`src/rtl/alu_pkg.sv`:
```
// Shared ALU definitions for the shift path.
// Used by the left/right shifters and the ALU top.
package alu_pkg;

  localparam int ALU_W   = 6;
  localparam int SHAMT_W = 3;

  localparam logic SHL_LOGIC = 1'b0;
  localparam logic SHL_ROT   = 1'b1;

  typedef enum logic [1:0] {
    IDLE  = 2'd0,
    SHIFT = 2'd1,
    DONE  = 2'd2
  } shl_state_e;

endpackage

```
`src/rtl/alu_shl_seq_6bit_if.sv`:
```
// Start/busy/done handshake between the ALU
// sequencer (master) and the left shifter (slave).
interface alu_shl_seq_6bit_if;
  import alu_pkg::*;

  logic               start;
  logic [ALU_W-1:0]   in;
  logic [SHAMT_W-1:0] shift;
  logic               rotate;
  logic [ALU_W-1:0]   out;
  logic               carry;
  logic               busy;
  logic               done;

  modport master (
    output start, in, shift, rotate,
    input  out, carry, busy, done
  );

  modport slave (
    input  start, in, shift, rotate,
    output out, carry, busy, done
  );

endinterface

```
`src/rtl/alu_shl_step.sv`:
```
// One combinational left-shift step: logical
// (zero fill) or rotate, plus the bit pushed out.
module alu_shl_step
  import alu_pkg::*;
#(
  parameter int W = ALU_W
) (
  input  logic [W-1:0] data,
  input  logic         mode,
  output logic [W-1:0] nxt,
  output logic         carry
);

  logic fill;

  assign fill  = (mode == SHL_ROT) ? data[W-1] : 1'b0;
  assign nxt   = {data[W-2:0], fill};
  assign carry = data[W-1];

endmodule

```
`src/rtl/alu_shl_seq_6bit.sv`:
```
// Sequential 6-bit left shifter/rotator, one bit
// per clock, with start/busy/done handshake.
module alu_shl_seq_6bit
  import alu_pkg::*;
#(
  parameter int WIDTH = ALU_W,
  parameter int CNT_W = SHAMT_W
) (
  input  logic               clk,
  input  logic               rst_n,
  alu_shl_seq_6bit_if.slave  bus
);

  shl_state_e       state;
  logic [CNT_W-1:0] cnt;
  logic             mode;
  logic [WIDTH-1:0] data;
  logic             cry;
  logic [WIDTH-1:0] step_nxt;
  logic             step_c;

  alu_shl_step #(.W(WIDTH)) u_step (
    .data  (data),
    .mode  (mode),
    .nxt   (step_nxt),
    .carry (step_c)
  );

  always_ff @(posedge clk or negedge rst_n) begin
    if (!rst_n) begin
      state <= IDLE;
      cnt   <= '0;
      mode  <= SHL_LOGIC;
      data  <= '0;
      cry   <= 1'b0;
    end else begin
      unique case (1'b1)
        (state == IDLE): begin
          if (bus.start) begin
            data  <= bus.in;
            cnt   <= bus.shift;
            mode  <= bus.rotate;
            cry   <= 1'b0;
            state <= (bus.shift == '0) ? DONE
                                       : SHIFT;
          end
        end
        (state == SHIFT): begin
          data <= step_nxt;
          cry  <= step_c;
          cnt  <= cnt - CNT_W'(1);
          if (cnt == CNT_W'(1))
            state <= DONE;
        end
        (state == DONE): begin
          state <= IDLE;
        end
        default: begin
          state <= IDLE;
        end
      endcase
    end
  end

  assign bus.out   = data;
  assign bus.carry = cry;
  assign bus.busy  = (state != IDLE);
  assign bus.done  = (state == DONE);

endmodule

```
`src/flat_wrapper.sv`:
```
// flat-port wrapper written by rule: the top's interface ports become plain ports
module alu_shl_seq_6bit_flat import alu_pkg::*;
#(
  parameter int WIDTH = ALU_W,
  parameter int CNT_W = SHAMT_W
)
  (clk, rst_n, bus_start, bus_in, bus_shift, bus_rotate, bus_out, bus_carry, bus_busy, bus_done);
  alu_shl_seq_6bit_if bus_i ();
  input  logic clk;
  input  logic rst_n;
  input wire logic [$bits(bus_i.start)-1:0] bus_start;
  input wire logic [$bits(bus_i.in)-1:0] bus_in;
  input wire logic [$bits(bus_i.shift)-1:0] bus_shift;
  input wire logic [$bits(bus_i.rotate)-1:0] bus_rotate;
  output wire logic [$bits(bus_i.out)-1:0] bus_out;
  output wire logic [$bits(bus_i.carry)-1:0] bus_carry;
  output wire logic [$bits(bus_i.busy)-1:0] bus_busy;
  output wire logic [$bits(bus_i.done)-1:0] bus_done;
  assign bus_i.start = bus_start;
  assign bus_i.in = bus_in;
  assign bus_i.shift = bus_shift;
  assign bus_i.rotate = bus_rotate;
  assign bus_out = bus_i.out;
  assign bus_carry = bus_i.carry;
  assign bus_busy = bus_i.busy;
  assign bus_done = bus_i.done;
  alu_shl_seq_6bit #(.WIDTH(WIDTH), .CNT_W(CNT_W)) u_core (.clk(clk), .rst_n(rst_n), .bus(bus_i));
endmodule
```
`config.mk`:
```
export PLATFORM = sky130hd
export DESIGN_NAME = alu_shl_seq_6bit_flat
export DESIGN_NICKNAME = d
export VERILOG_FILES = /design/src/rtl/alu_pkg.sv /design/src/rtl/alu_shl_seq_6bit_if.sv /design/src/rtl/alu_shl_step.sv /design/src/rtl/alu_shl_seq_6bit.sv /design/src/flat_wrapper.sv
export SDC_FILE = /design/constraint.sdc
export NUM_CORES = 1
export LEC_CHECK = 0
export ABC_AREA = 0
export CAP_MARGIN = 20
export CORE_MARGIN = 3
export CORE_UTILIZATION = 51
export CTS_BUF_LIST = sky130_fd_sc_hd__clkbuf_8
export DETAILED_ROUTE_END_ITERATION = 12
export PLACE_DENSITY_LB_ADDON = 0.25
export SYNTH_ARGS = -nofsm -noshare
export SYNTH_HDL_FRONTEND = slang
export SYNTH_SLANG_ARGS = --single-unit
```
`constraint.sdc`:
```
create_clock -name clk -period 2 [get_ports clk]
set_clock_uncertainty 0.05 [all_clocks]
set_input_delay 0.3 -clock clk [delete_from_list [all_inputs] [get_ports clk]]
set_output_delay 0.3 -clock clk [all_outputs]
set_load 0.05 [all_outputs]
```
# Yosys cells after proc, flatten, opt, wreduce, memory -nomap -nowiden
# Index checks and enable logic that the tools add are counted.
# Widths: inputs -> output; s select.
# totals
in_bits,13
output_inout_bits,9
register_bits,13
# classes
addsub,1
muxes,11
n_reduce_logical,7
eq_ne,5
# op_table
operator,count
$pmux 6 s2,1
$mux 2,3
$mux 6,1
$pmux 3 s2,1
$reduce_and 2->1,3
$ne 2x2->1 const B,2
$pmux 2 s2,1
$reduce_bool 2->1,2
$eq 3x1->1 const B,1
$logic_not 3->1,1
$mux 3,1
$sub 3x1->3 const B,1
$eq 2x1->1 const B,1
$eq 2x2->1 const B,1
$logic_not 2->1,1
$mux 1,2
$pmux 1 s2,1

# Logic depth before layout (Yosys ltp)
# logic_depth
depth_word,4
ltp_mapped,5
ltp_nobuf,5

# Hierarchy
# A second synthesis with hierarchy kept.
# unflattened
cells_unflattened,77
hier_area_um2,750.7
# by_module_without_submodules
mod,seq_area_each_um2,instances,area_each_um2,cells_each
alu_shl_seq_6bit,325.3,1,691.9,69
alu_shl_step,0.0,1,58.8,8

# Least setup slack after synthesis
# Ideal clock, no wire load.
# synth_timing
path_kind,reg-to-output
start,register u_core.state[0]
end,output port bus_done
arrival_time_ps,1374
stages_incl_launch_ff,4
path_slack_ps,276
n_path_buf,2
path_cell_list,dfrtp_1 > buf_6 > buf_12 > nor2b_1
# synth_between
elab_chain_cells,1
# synth_rtl
element,line_no,text
start: declaration,alu_shl_seq_6bit.sv:14,shl_state_e state;
start signal: assignment,alu_shl_seq_6bit.sv:44,state <= (bus.shift == '0) ? DONE
$eq 2x2->1,-,
end: declaration,flat_wrapper.sv:18,output wire logic [$bits(bus_i.done)-1:0] bus_done;
# Every way passes these cells.

# Final worst setup path
# layout_timing
start,"register u_core.data[5], in the netlist u_core.bus.out[5]"
end,output port bus_out[5]
# layout_lines
element,line_no,text
start: declaration,alu_shl_seq_6bit.sv:17,logic [WIDTH-1:0] data;
start signal: assignment,alu_shl_seq_6bit.sv:40,data <= bus.in;
start signal: assignment,alu_shl_seq_6bit.sv:49,data <= step_nxt;
end: declaration,flat_wrapper.sv:15,output wire logic [$bits(bus_i.out)-1:0] bus_out;
# No word-level cell between the ends.

==> reports/qor.txt <==
# rows - 12
R2r startpoint - u_core.state[0]
Power Density - 1790 nW/um^2
Worst R2R End - u_core.cnt[2]
Via count of the first global-routing pass - 605
Slowest library cell on the worst path - clkdlybuf4s50_1
Setup CP Type - flip-flop to primary output
CTS max path bufs - 2
Sequential cell area fraction in the yosys report - 44.8%
Min-Delay Path Class - input pin to asynchronous set/reset pin
Resized cells post-CTS - 0
DIE AREA - 1910 um^2
Crit start category - flip-flop
Post-layout minimum cycle time - 1810 ps
Syn_nets - 88
CTS sink count - 13
Total Power - 0.00176 W
Wire per inst - 14.0 um
Layout Nets - 111
Layout cells sized above 1 - 16.8%
Max cap viols - 0
Non-filler cells, final - 109
Antenna-violating nets left - 0
RSZ-0062 raised after global routing - no
Final setup violating endpoints - 0
I/O pin cnt - 22
CP Cell Sequence - clkdlybuf4s50_1
Clock latency on the worst-skew pair - 250 ps
Clock root buffer - clkbuf_8
Grt total ovfl - 0
VDD IR-drop max - 1.04 mV
First-pass GRT wire length - 2.57 mm
R2R Setup Slk - 580 ps
H-tree levels - 1
Starting Density - 59.7%
First drt pass iteration count - 2
Worst setup EP type - primary output
Area Overhead vs Synth - 35.5%
CP max FO - 4
Worst-margin pin slew - 576 ps
Yosys reg bits - 13
Pleak - 0.434 nW
Top FF cell, synth - dfrtp_1
CTS buffer count - 3
CTS clock-pin slew for the worst setup and hold paths - 60 ps
Initial DRC count - 2
Critical path arrival - 1460 ps
Final HPWL DP - 1.15 mm
Synthesized cell area - 726 um^2
Worst EP required - 1650 ps
Final period util - 90.7%
Post-synth EDFFs - 0
Worst path max stage delay - 820 ps
DRC - 0
Cells on worst reg2reg path - 3
Final TNS setup - 0 ps
Die height - 43.7 um
Final Slew Violations - 0
Placeable Area - 1220 um^2
Buffers on Ports - 21
Die Width - 43.7 um
Initial antenna violation count - 0
Asr flop ratio synth - 100%
Status - finished, final reports clean
Max_slew headroom - 61.5%
Cells after Synth - 73
Achievable Freq - 552 MHz
Ant diodes - 0
Inst Count DP - 105
Number of vias per cell - 5.48
Postcts setup bufs - 0
YS warnings - 0
Worst Path Buf+Inv - 1
GPL Wtd Cong - 0.811
Post-Synthesis Mean Instance Area - 9.94 um^2
CTS tree - built
Yosys cell types - 28
CTS Hold Bufs - 0
Final hold violation count - 0
CP delay by family, top - buffers and inverters
Largest net degree at the start of global routing - 19
Drt total wl - 1.53 mm
Total number of vias - 597
Global-route usage over all layers - 18.5%
[cell usage in the layout, fill, tap and decap left out]
cell / instances
and2b_4: 1
nand2b_1: 1
nor3_1: 1
a22oi_2: 1
inv_1: 6
o21ai_0: 1
ha_1: 2
clkinv_2: 1
o21ai_2: 1
o22ai_1: 3
nor2b_1: 3
a32oi_1: 2
o22a_1: 1
a21oi_1: 3
dfrtp_1: 13
mux2_1: 1
buf_12: 2
a22oi_1: 1
nor2_1: 3
a21oi_2: 4
nand2_1: 8
nor2_2: 1
o21bai_2: 1
clkbuf_8: 3
and3b_1: 4
nand3_1: 1
o21ai_1: 6
buf_4: 1
clkdlybuf4s50_1: 19
[area by class of cell]
cell class / count / area (um^2)
Clock buffer: 3 / 41.3
Inverter: 6 / 22.5
Multi-Input combinational cell: 50 / 334
Tap cell: 14 / 17.5
Sequential cell: 13 / 325
Fill cell: 77 / 233
Timing Repair Buffer: 22 / 238
Clock inverter: 1 / 5.00
[where the power goes]
| part | leakage [nW] | total (W) | internal [W] | switching [W] |
|---|---|---|---|---|
| Combinational | 0.247 | 0.000986 | 0.000417 | 0.000569 |
| Sequential | 0.162 | 0.000541 | 0.000388 | 0.000153 |
| Clock | 0.0255 | 0.000236 | 0.000138 | 0.0000981 |
[state kept, by name, indices dropped and copies added (netlist names)]
register and count:
u_core.bus.out 6, u_core.cnt 3, u_core.state 2, u_core.bus.carry 1
u_core.mode 1
[cell usage after synthesis, types with 2 or more instances]
| cell | n | area share, % |
|---|---|---|
| a32oi_1 | 2 | 2.4 |
| nor2_1 | 3 | 1.6 |
| a21oi_2 | 4 | 4.8 |
| nor2b_1 | 3 | 2.6 |
| o22ai_1 | 3 | 2.6 |
| o21ai_1 | 6 | 4.1 |
| ha_1 | 2 | 3.4 |
| and3b_1 | 4 | 4.8 |
| dfrtp_1 | 13 | 45 |
| nand2_1 | 8 | 4.1 |
| inv_1 | 6 | 3.1 |
| a21oi_1 | 3 | 2.1 |
[worst register-to-register path, cell delays in order, from the launching register on]
cell and delay [ps]:
dfrtp_1 680, and2b_4 290, a32oi_1 150, o22ai_1 110
[cells by family (layout without fill, tap and decap cells)]
family,after synthesis,after routing,synth area share [%]
muxes,1,1,1.55
DFF,13,13,44.8
adders and majority gates,2,2,3.45
and+or+nand+nor,23,23,17.6
buffers and inverters,10,32,9.14
AOI/OAI and AO/OA,24,24,23.4
[per-layer routing]
| metal | GRT usage [%] | up-vias | wire length [um] |
|---|---|---|---|
| met1 | 21.4 | 280 | 681 |
| met3 | 5.39 | 5 | 87 |
| met2 | 31.7 | 16 | 728 |
| met5 | 0 | - | 0 |
| met4 | 7.23 | 0 | 29 |
| li1 | - | 296 | - |
[stage by stage]
stage,worst slack (ps),utilization [%],instance area [um^2],hold slack (ps)
after floorplan,276,-,726,-45.6
after CTS,185,80.9,983,402
after global placement,445,77.1,937,423
after detailed placement,395,77.1,937,435
final,187,80.9,983,369
after global routing,160,80.9,983,423
[how the worst max path moves through the flow]
stage                           start                end  slack, ps  cells after the start
floorplan             u_core.state[0]           bus_done        280                      3
global placement            bus_start  u_core.bus.out[5]        450                      4
detailed placement          bus_start      u_core.cnt[2]        390                      4
CTS                 u_core.bus.out[2]         bus_out[2]        180                      1
global route        u_core.bus.out[5]         bus_out[5]        160                      1
finish              u_core.bus.out[5]         bus_out[5]        190                      1
Power figures use the tool's default switching activity.
